### src/rtl/rc_pkg.sv
// rtl/rc_pkg.sv - shared state encoding, default width and signed-overflow validity rule
package rc_pkg;

  localparam int RC_DEFAULT_WIDTH = 8;

  typedef enum logic [1:0] {
    IDLE  = 2'b00,
    SHIFT = 2'b01,
    DONE  = 2'b10
  } rc_state_e;

  // Overflow only when both operand signs agree and the sum sign differs from them.
  function automatic logic rc_valid(input logic a_sb, input logic b_sb, input logic sum_sb);
    return !((a_sb == b_sb) && (b_sb != sum_sb));
  endfunction

endpackage

### src/rtl/rc_fa_cell.sv
// rtl/rc_fa_cell.sv - single-bit combinational full adder
module rc_fa_cell (
  input  logic a,
  input  logic b,
  input  logic cin,
  output logic s,
  output logic cout
);

  assign s    = a ^ b ^ cin;
  assign cout = (a & b) | (cin & (a ^ b));

endmodule

### src/rtl/rc_serial_add.sv
// rtl/rc_serial_add.sv - bit-serial signed adder, one bit per clock; RC_SERIAL_SUB_EN adds a subtract port
module rc_serial_add
  import rc_pkg::*;
#(
  parameter  int WIDTH = RC_DEFAULT_WIDTH,
  localparam int CW    = $clog2(WIDTH)
) (
  input  logic             clk,
  input  logic             rst_n,
  input  logic             start,
`ifdef RC_SERIAL_SUB_EN
  input  logic             sub,
`endif
  input  logic [WIDTH-1:0] a,
  input  logic [WIDTH-1:0] b,
  output logic             busy,
  output logic             done,
  output logic [WIDTH-1:0] sum,
  output logic             a_sb,
  output logic             b_sb,
  output logic             sum_sb,
  output logic             valid
);

  rc_state_e        state;
  logic [CW-1:0]    cnt;
  logic             carry;
  logic [WIDTH-1:0] a_sr;
  logic [WIDTH-1:0] b_sr;
  logic [WIDTH-1:0] acc;
  logic             fa_s;
  logic             fa_cout;
  logic             sub_eff;

`ifdef RC_SERIAL_SUB_EN
  assign sub_eff = sub;
`else
  assign sub_eff = 1'b0;
`endif

  rc_fa_cell u_fa (
    .a    (a_sr[0]),
    .b    (b_sr[0]),
    .cin  (carry),
    .s    (fa_s),
    .cout (fa_cout)
  );

  always_ff @(posedge clk or negedge rst_n) begin
    if (!rst_n) begin
      state  <= IDLE;
      cnt    <= '0;
      carry  <= 1'b0;
      a_sr   <= '0;
      b_sr   <= '0;
      acc    <= '0;
      sum    <= '0;
      a_sb   <= 1'b0;
      b_sb   <= 1'b0;
      sum_sb <= 1'b0;
      busy   <= 1'b0;
      done   <= 1'b0;
      valid  <= 1'b1;
    end else begin
      case (state)
        IDLE: begin
          done <= 1'b0;
          if (start) begin
            // Subtraction is a + ~b + 1; b_sb carries the effective operand sign.
            a_sr  <= a;
            b_sr  <= sub_eff ? ~b : b;
            carry <= sub_eff;
            cnt   <= '0;
            a_sb  <= a[WIDTH-1];
            b_sb  <= b[WIDTH-1] ^ sub_eff;
            busy  <= 1'b1;
            state <= SHIFT;
          end
        end
        SHIFT: begin
          a_sr  <= a_sr >> 1;
          b_sr  <= b_sr >> 1;
          acc   <= {fa_s, acc[WIDTH-1:1]};
          carry <= fa_cout;
          if (cnt == CW'(WIDTH - 1)) begin
            sum    <= {fa_s, acc[WIDTH-1:1]};
            sum_sb <= fa_s;
            valid  <= rc_valid(a_sb, b_sb, fa_s);
            done   <= 1'b1;
            state  <= DONE;
          end else begin
            cnt <= cnt + CW'(1);
          end
        end
        DONE: begin
          done  <= 1'b0;
          busy  <= 1'b0;
          state <= IDLE;
        end
        default: begin
          done  <= 1'b0;
          busy  <= 1'b0;
          state <= IDLE;
        end
      endcase
    end
  end

endmodule

### config.mk
export PLATFORM = sky130hd
export DESIGN_NAME = rc_serial_add
export DESIGN_NICKNAME = d
export VERILOG_FILES = /design/src/rtl/rc_pkg.sv /design/src/rtl/rc_fa_cell.sv /design/src/rtl/rc_serial_add.sv
export SDC_FILE = /design/constraint.sdc
export NUM_CORES = 1
export LEC_CHECK = 0
export CORE_ASPECT_RATIO = 0.9
export CORE_UTILIZATION = 33
export DETAILED_ROUTE_END_ITERATION = 8
export SLEW_MARGIN = 20
export SYNTH_ARGS = -nofsm -noshare
export SYNTH_HDL_FRONTEND = slang
export SYNTH_SLANG_ARGS = --single-unit
export TNS_END_PERCENT = 30
### constraint.sdc
create_clock -name clk -period 4.05 [get_ports clk]
set_input_delay 1.215 -clock clk [delete_from_list [all_inputs] [get_ports clk]]
set_output_delay 1.215 -clock clk [all_outputs]
set_load 0.05 [all_outputs]
==> results of run 1 <==
-- area by class of cell --
type                       count  share of cell area (%)
tap                           67                    3.74
timing repair buffer          33                    14.4
multi-input combinational     95                    30.4
sequential                    42                    46.9
clock buffer                   7                    3.40
inverter                       7                    1.17
-- path summary, 6_finish.rpt --
path	depth (start not counted)	endpoint	from
worst max-delay path	1	valid	valid
worst min-delay path	2	valid	valid
worst max register to register	4	sum[0]	cnt[0]
worst min register to register	2	valid	valid
max in group asynchronous	1	b_sr[7]	rst_n
min in group asynchronous	1	acc[5]	rst_n
-- per-stage QoR --
stage | hold slack (ns) | setup slack [ns]
floorplan | 0.450 | 1.93
global placement | 0.462 | 1.22
detailed placement | 0.475 | 1.14
CTS | 0.486 | 1.21
global route | 0.509 | 1.18
finish | 0.485 | 1.22
-- layer usage --
metal / vias up / global-route usage (%)
met5: - / 0
met4: 0 / 7.14
met1: 542 / 13.7
li1: 569 / -
met3: 8 / 2.77
met2: 23 / 19.8
-- power groups by stage --
stage,sequential [mW],clock (mW),combinational (mW)
final,0.717,0.245,0.808
after global routing,0.747,0.265,0.883
after CTS,0.722,0.254,0.819
after detailed placement,0.729,0,0.820
after global placement,0.718,0,0.793
after floorplan,0.902,0,0.433
-- registers in the layout (all words and copies together), names as in the netlist --
name	flops
state	2
carry	1
cnt	3
sum	7
b_sr	8
busy	1
b_sb	1
a_sb	1
valid	1
sum_sb	1
a_sr	8
acc	7
done	1
-- cells by family (layout without fill, tap and decap cells) --
kind of cell             Yosys count  count (layout)  share of synthesized area, %
AND/OR/NAND/NOR                   35              35                          8.63
buffers and inverters             15              47                          4.55
AO/OA/AOI/OAI                     25              25                          7.38
multiplexers                      32              32                          18.9
adder cells (fa/ha/maj)            3               3                          2.48
flip-flops                        42              42                          58.0
-- placed cells by master (no fill, tap or decap), types with 2 or more instances in the layout --
cell type         n
a21oi_1           3
mux2_2           18
nand2b_1          3
o21ai_1          13
clkbuf_8          5
o21ai_0           6
inv_1             7
dfrtp_1          41
ha_1              2
mux2i_1          14
clkbuf_1          2
nor2_1            5
clkdlybuf4s50_1  31
nor2b_1           4
nand2_1          20
==> results.sh, run 1 <==
export IMPL_outcome="finished, final reports clean"
export IMPL_vias_per_instance=4.55
export IMPL_cts_buffers_inserted=5
export IMPL_globalRouteTotalUtil_pct=11.8
export IMPL_yosys_cell_count_top_type="dfrtp_1"
export IMPL_synth_seq_cells=42
export IMPL_finalClockSkew_ns=0.00558
export IMPL_fin_crit_sh_pct=69.9
export IMPL_setup_reg_to_reg_worst_slack_ns=2.32
export IMPL_worst_path_cell_trace="clkdlybuf4s50_1"
export IMPL_first_global_vias=1133
export IMPL_htree_num_levels=2
export IMPL_stdcell_area_um2=2240
export IMPL_total_leakage_power_nw=0.984
export IMPL_combinational_cell_fraction_of_total_power_pct=45.6
export IMPL_synth_sequential_area_ratio_pct=58.0
export IMPL_drt_first_iter_violations=26
export IMPL_routedWlPerCell_um=11.6
export IMPL_netlist_area_leader_share_pct=56.6
export IMPL_delay_of_the_slowest_critical_path_stage_ns=0.79
export IMPL_seqPwrFrac_pct=40.5
export IMPL_critPathTopFamily="buffers and inverters"
export IMPL_cts_num_sinks=42
export IMPL_max_cap_violations=0
export IMPL_worstSetupEndpointType="output port"
export IMPL_postRouteWirelength_um=2920
export IMPL_area_growth_pct=23.7
export IMPL_worst_endpoint_required_ns=2.83
export IMPL_finalSetupViolCount=0
export IMPL_p_total_mw=1.77
export IMPL_topRoutingLayerUsed="met4"
export IMPL_tightestPinTransition_ns=0.980
export IMPL_multi_input_area_um2=682
export IMPL_setup_worst_path_start_class="flip-flop"
export IMPL_final_setup_tns_ns=0
export IMPL_antenna_diode_count=0
export IMPL_crit_path_top_delay_cell="clkdlybuf4s50_1"
export IMPL_report_final_hold_viol_count=0
export IMPL_synth_top_cells_by_area="dfrtp_1 (57%), mux2_2 (11%), mux2i_1 (7.7%), nand2_1 (4.1%), o21ai_1 (3.6%)"
export IMPL_cts_tree="yes"
export IMPL_met1Wirelength_um=1290
export IMPL_cts_max_path_buffers=2
export IMPL_synth_top_flop_cell="dfrtp_1"
export IMPL_coreArea_um2=5290
export IMPL_place_congestion=0.751
export IMPL_post_cts_resized_instances=0
export IMPL_synthesis_area_per_instance_um2=11.9
export IMPL_worstPathBufferInverterCount=1
export IMPL_yosysWarnings=0
export IMPL_cts_hold_buf=0
export IMPL_critical_path_max_fanout=2
export IMPL_max_freq_ghz=0.353
export IMPL_net_switching_power_uw=692
export IMPL_final_net_count=206
export IMPL_maxSlewHeadroom_pct=34.7
export IMPL_yosys_area_top_type="dfrtp_1"
export IMPL_netSwitchingFraction_pct=39.1
export IMPL_cts_root_buffer="clkbuf_8"
export IMPL_clock_latency_ns=0.28
export IMPL_start_util_pct=34.3
export IMPL_timing_setup_critical_path_class="flip-flop to output port"
export IMPL_synth_cell_type_count=24
export IMPL_detailed_place_area_um2=2170
export IMPL_drive_gt1_share_pct=15.2
export IMPL_instances_no_fill=251
export IMPL_synth_edf_count=0
export IMPL_dieWidth_um=80.1
export IMPL_dp_cells=244
export IMPL_timing_max_transition_violations_final=0
export IMPL_area_sequential_um2=1050
export IMPL_grt_antenna_before_repair=0
export IMPL_synth_area_um2=1810
export IMPL_power_density_nw_per_um2=789
export IMPL_mappedNetlistNets=174
export IMPL_pin_count=33
export IMPL_finish_utilization_pct=42.4
export IMPL_grt_overflow=0
export IMPL_cp_data_arrival_time_ns=1.62
export IMPL_ant_nets=0
export IMPL_count_of_buffers_added_by_post_cts_timing_repair_for_setup=0
export IMPL_vdd_drop_max_uv=327
export IMPL_drc=0
export IMPL_async_set_reset_flop_share_out_of_synthesis_pct=100
export IMPL_syn_inst=152
export IMPL_hold_path_class="flip-flop to flip-flop"
export IMPL_row_count=25
export IMPL_first_pass_iteration_count_of_the_detailed_router=4
export IMPL_port_buffers=32
export IMPL_num_fill_cells=502
export IMPL_dpl_hpwl_um=2100
export IMPL_p_clk_share_pct=13.8
export IMPL_detailroute_wirelength_met3_um=108
export IMPL_via_count=1142
export IMPL_clk_pin_slew_ns=0.07
export IMPL_met2_wirelength_um=1430
export IMPL_die_area_um2=5790
export IMPL_fin_crit_ns=2.83
export IMPL_unrepaired_setup_endpoints_after_global_routing="false"
export IMPL_first_pass_grt_wire_length_um=5060
export IMPL_die_height_um=72.3
export IMPL_synth_cells_most_frequent="dfrtp_1 (41), nand2_1 (20), mux2_2 (18), mux2i_1 (14), o21ai_1 (13)"
export IMPL_intPower_mw=1.08
export IMPL_grt_max_degree=43
(Power assumes the default switching activity.)
==> run 2, diff against run 1 <==
Clock period 4.05 ns to 2.6 ns, I/O delays scaled along.
==> results.sh, run 2 (synthesis gave the netlist of run 1 again) <==
export IMPL_outcome="finished, final reports clean"
export IMPL_met1Wirelength_um=1350
export IMPL_grt_antenna_before_repair=0
export IMPL_layout_top_registers="a_sr x8, b_sr x8"
export IMPL_worstSetupEndpointType="output port"
export IMPL_timing_hold_worst_endpoint="valid"
export IMPL_coreArea_um2=5290
export IMPL_max_freq_ghz=0.416
export IMPL_intPower_mw=1.69
export IMPL_worstPathBufferInverterCount=1
export IMPL_die_area_um2=5790
export IMPL_finalSetupViolCount=0
export IMPL_antenna_diode_count=0
export IMPL_max_cap_violations=0
export IMPL_count_of_buffers_added_by_post_cts_timing_repair_for_setup=0
export IMPL_holdWs_ns=0.483
export IMPL_netSwitchingFraction_pct=39.3
export IMPL_worstReg2RegEnd="sum[2]"
export IMPL_stdcell_area_um2=2270
export IMPL_critical_path_max_fanout=2
export IMPL_clk_pin_slew_ns=0.09
export IMPL_first_pass_grt_wire_length_um=5010
export IMPL_setup_reg_to_reg_worst_slack_ns=0.86
export IMPL_instances_no_fill=254
export IMPL_report_final_hold_viol_count=0
export IMPL_final_net_count=208
export IMPL_fin_crit_ns=2.40
export IMPL_grt_overflow=0
export IMPL_layout_cells_most_common_list="dfrtp_1 (41), clkdlybuf4s50_1 (31), nand2_1 (20), mux2_2 (18), mux2i_1 (14)"
export IMPL_cts_num_sinks=42
export IMPL_p_total_mw=2.78
export IMPL_critPathTopFamily="buffers and inverters"
export IMPL_delay_of_the_slowest_critical_path_stage_ns=0.80
export IMPL_drt_first_iter_violations=20
export IMPL_cts_max_path_buffers=2
export IMPL_die_height_um=72.3
export IMPL_dp_cells=246
export IMPL_cp_data_arrival_time_ns=1.62
export IMPL_routedWlPerCell_um=11.6
export IMPL_worst_setup_slack_after_layout_ns=0.195
export IMPL_globalRouteTotalUtil_pct=11.4
export IMPL_via_count=1151
export IMPL_worst_path_cell_trace="clkdlybuf4s50_1"
export IMPL_cts_hold_buf=0
export IMPL_dpl_hpwl_um=2110
export IMPL_clock_latency_ns=0.29
export IMPL_grt_max_degree=43
export IMPL_power_density_nw_per_um2=1230
export IMPL_post_place_ws_ns=0.335
export IMPL_start_util_pct=34.3
export IMPL_unrepaired_setup_endpoints_after_global_routing="false"
export IMPL_vias_per_instance=4.53
export IMPL_post_cts_resized_instances=0
export IMPL_crit_path_top_delay_cell="clkdlybuf4s50_1"
export IMPL_first_pass_iteration_count_of_the_detailed_router=4
export IMPL_fin_crit_sh_pct=92.5
export IMPL_setup_worst_path_start_class="flip-flop"
export IMPL_vdd_drop_max_uv=565
export IMPL_final_common_cell="dfrtp_1"
export IMPL_timing_critical_path_from="valid"
export IMPL_worst_endpoint_required_ns=1.82
export IMPL_dieWidth_um=80.1
export IMPL_hold_path_startpoint="valid"
export IMPL_final_setup_tns_ns=0
export IMPL_detailroute_wirelength_met3_um=97
export IMPL_ant_nets=0
export IMPL_finish_utilization_pct=42.9
export IMPL_combinational_cell_fraction_of_total_power_pct=45.2
export IMPL_area_growth_pct=25.1
export IMPL_first_global_vias=1147
export IMPL_detailed_place_area_um2=2180
export IMPL_pin_count=33
export IMPL_postRouteWirelength_um=2950
export IMPL_drc=0
export IMPL_reg2reg_from="cnt[0]"
export IMPL_p_clk_share_pct=14.5
export IMPL_maxSlewHeadroom_pct=64.9
export IMPL_cts_buffers_inserted=5
export IMPL_worst_hold_path_num_cells=2
export IMPL_seqPwrFrac_pct=40.3
export IMPL_topRoutingLayerUsed="met4"
export IMPL_total_leakage_power_nw=1.00
export IMPL_htree_num_levels=2
export IMPL_cts_root_buffer="clkbuf_8"
export IMPL_port_buffers=32
export IMPL_place_congestion=0.736
export IMPL_tightestPinTransition_ns=0.525
export IMPL_cts_tree="yes"
export IMPL_met2_wirelength_um=1470
export IMPL_drive_gt1_share_pct=17.1
export IMPL_hold_path_class="flip-flop to flip-flop"
export IMPL_timing_max_transition_violations_final=0
export IMPL_net_switching_power_mw=1.09
export IMPL_r2r_cells=4
export IMPL_finalClockSkew_ns=0.0148
export IMPL_timing_setup_critical_path_class="flip-flop to output port"
export IMPL_row_count=25
## run 2: changes by cell type in the layout (fill, tap and decap cells not counted), sizes merged
| cell | previous run | this run |
|---|---|---|
| clkinv | 0 | 2 |
| buf | 2 | 4 |
| clkbuf | 7 | 6 |
## run 2: power by group through the flow
| stage | clock network (mW) | logic [mW] | registers [mW] |
|---|---|---|---|
| 2_1_floorplan | 0 | 0.675 | 1.41 |
| 3_5_place_dp | 0 | 1.28 | 1.14 |
| 3_3_place_gp | 0 | 1.25 | 1.12 |
| 6_report | 0.403 | 1.26 | 1.12 |
| 4_1_cts | 0.421 | 1.28 | 1.12 |
| 5_1_grt | 0.449 | 1.38 | 1.16 |
## run 2: how the worst max path moves through the flow
stage | endpoint | slack (ns) | depth (start not counted)
2_1_floorplan | sum[7] | 0.92 | 1
3_3_place_gp | a_sb | 0.39 | 4
3_5_place_dp | b_sb | 0.33 | 4
4_1_cts | valid | 0.18 | 1
5_1_grt | valid | 0.15 | 1
6_report | valid | 0.20 | 1
## run 2: worst min-delay path, stage by stage (launching register included)
cell and delay, ns:
dfstp_2 0.38, nand2_1 0.05, o31ai_1 0.06
## run 2: area by class of cell
type	instances	area [µm²]
fill	498	3020
sequential	42	1050
multi-input combinational	95	682
timing repair buffer	35	338
tap	67	83.8
clock buffer	6	72.6
inverter	7	26.3
clock inverter	2	13.8
## run 2: per-layer routing
metal  vias to the layer above  GRT usage [%]
met5                         -              0
met4                         0           4.17
met3                         4           3.40
met2                        22           19.0
met1                       546           14.1
li1                        579              -
==> run 3, diff against run 2 <==
Settings changed: CTS_CLUSTER_SIZE set to 25, HOLD_SLACK_MARGIN set to 0.15.
Clock period 2.6 ns to 2.48 ns, I/O delays scaled along.
==> results.sh, run 3 (synthesis gave the netlist of run 1 again) <==
export IMPL_r2r_cells=4
export IMPL_delay_of_the_slowest_critical_path_stage_ns=0.79
export IMPL_vdd_drop_max_uv=653
export IMPL_coreArea_um2=5290
export IMPL_worst_setup_slack_after_layout_ns=0.116
export IMPL_grt_max_degree=43
export IMPL_area_sequential_um2=1050
export IMPL_critical_path_max_fanout=2
export IMPL_met1Wirelength_um=1330
export IMPL_cts_root_buffer="clkbuf_8"
export IMPL_antenna_diode_count=0
export IMPL_crit_path_top_delay_cell="clkdlybuf4s50_1"
export IMPL_timing_max_transition_violations_final=0
export IMPL_total_leakage_power_nw=1.00
export IMPL_report_final_hold_viol_count=0
export IMPL_multi_input_area_um2=682
export IMPL_worst_hold_path_num_cells=2
export IMPL_cts_tree="yes"
export IMPL_detailed_place_area_um2=2180
export IMPL_worstPathBufferInverterCount=1
export IMPL_grt_overflow=0
export IMPL_worst_path_cell_trace="clkdlybuf4s50_1"
export IMPL_first_pass_iteration_count_of_the_detailed_router=4
export IMPL_drt_first_iter_violations=66
export IMPL_power_density_nw_per_um2=1290
export IMPL_cts_buffers_inserted=5
export IMPL_die_height_um=72.3
export IMPL_worst_endpoint_required_ns=1.74
export IMPL_final_net_count=208
export IMPL_layout_cells_most_common_list="dfrtp_1 (41), clkdlybuf4s50_1 (31), nand2_1 (20), mux2_2 (18), mux2i_1 (14)"
export IMPL_count_of_buffers_added_by_post_cts_timing_repair_for_setup=0
export IMPL_p_total_mw=2.93
export IMPL_cts_max_path_buffers=2
export IMPL_num_fill_cells=505
export IMPL_detailroute_wirelength_met3_um=105
export IMPL_setup_worst_path_start_class="flip-flop"
export IMPL_drc=0
export IMPL_ant_nets=0
export IMPL_postRouteWirelength_um=3070
export IMPL_start_util_pct=34.3
export IMPL_grt_antenna_before_repair=0
export IMPL_finalClockSkew_ns=0.00766
export IMPL_unrepaired_setup_endpoints_after_global_routing="false"
export IMPL_tightestPinTransition_ns=0.528
export IMPL_pin_count=33
export IMPL_area_growth_pct=25.1
export IMPL_hold_path_class="flip-flop to flip-flop"
export IMPL_first_global_vias=1156
export IMPL_maxSlewHeadroom_pct=64.7
export IMPL_fin_crit_sh_pct=95.3
export IMPL_fin_crit_ns=2.36
export IMPL_layout_top_registers="a_sr x8, b_sr x8"
export IMPL_met2_wirelength_um=1570
export IMPL_port_buffers=32
export IMPL_critPathTopFamily="buffers and inverters"
export IMPL_final_setup_tns_ns=0
export IMPL_via_count=1185
export IMPL_topRoutingLayerUsed="met4"
export IMPL_max_freq_ghz=0.423
export IMPL_worstSetupEndpointType="output port"
export IMPL_row_count=25
export IMPL_vias_per_instance=4.67
export IMPL_final_common_cell="dfrtp_1"
export IMPL_dieWidth_um=80.1
export IMPL_place_congestion=0.745
export IMPL_finalSetupViolCount=0
export IMPL_cp_data_arrival_time_ns=1.62
export IMPL_clock_latency_ns=0.29
export IMPL_clk_pin_slew_ns=0.08
export IMPL_holdWs_ns=0.477
export IMPL_max_cap_violations=0
export IMPL_post_place_ws_ns=0.245
export IMPL_cts_num_sinks=42
export IMPL_drive_gt1_share_pct=17.1
export IMPL_stdcell_area_um2=2270
export IMPL_post_cts_resized_instances=0
export IMPL_die_area_um2=5790
export IMPL_first_pass_grt_wire_length_um=5080
export IMPL_worst_path_stages=1
export IMPL_routedWlPerCell_um=12.1
export IMPL_cts_hold_buf=0
export IMPL_timing_setup_critical_path_class="flip-flop to output port"
export IMPL_htree_num_levels=2
export IMPL_globalRouteTotalUtil_pct=11.9
export IMPL_setup_reg_to_reg_worst_slack_ns=0.74
export IMPL_dpl_hpwl_um=2210
export IMPL_outcome="finished, final reports clean"
## run 3: cell counts in the layout (fill, tap and decap cells not counted)
No cell type changed its count.
## run 3: path summary, 6_finish.rpt
kind,start,endpoint
max in group asynchronous,rst_n,valid
max reg2reg,cnt[0],sum[4]
min reg2reg,valid,valid
min in group asynchronous,rst_n,acc[6]
max,valid,valid
min,valid,valid
## run 3: report_power, final
group          total [mW]  internal [mW]  switching (mW)
clock               0.430          0.199           0.231
combinational        1.33          0.574           0.753
sequential           1.17          0.996           0.178
total                2.93           1.77            1.16
## run 3: layout make-up
type | count | share of cell area, %
repair buffers | 35 | 14.9
clock inverters | 2 | 0.607
flip-flops and latches | 42 | 46.4
inverters | 7 | 1.16
multi-input cells | 95 | 30.1
clock buffers | 6 | 3.20
well taps | 67 | 3.70
## run 3: through the flow
step	std cells	util (%)
after floorplan	152	-
after global placement	246	41.3
after detailed placement	246	41.3
after CTS	254	42.9
after global routing	254	42.9
final	254	42.9
## run 3: metal layers
metal  vias up  GRT usage (%)
met4         0           7.54
li1        578              -
met2        22           21.2
met1       580           12.5
met3         5           3.02
met5         -              0
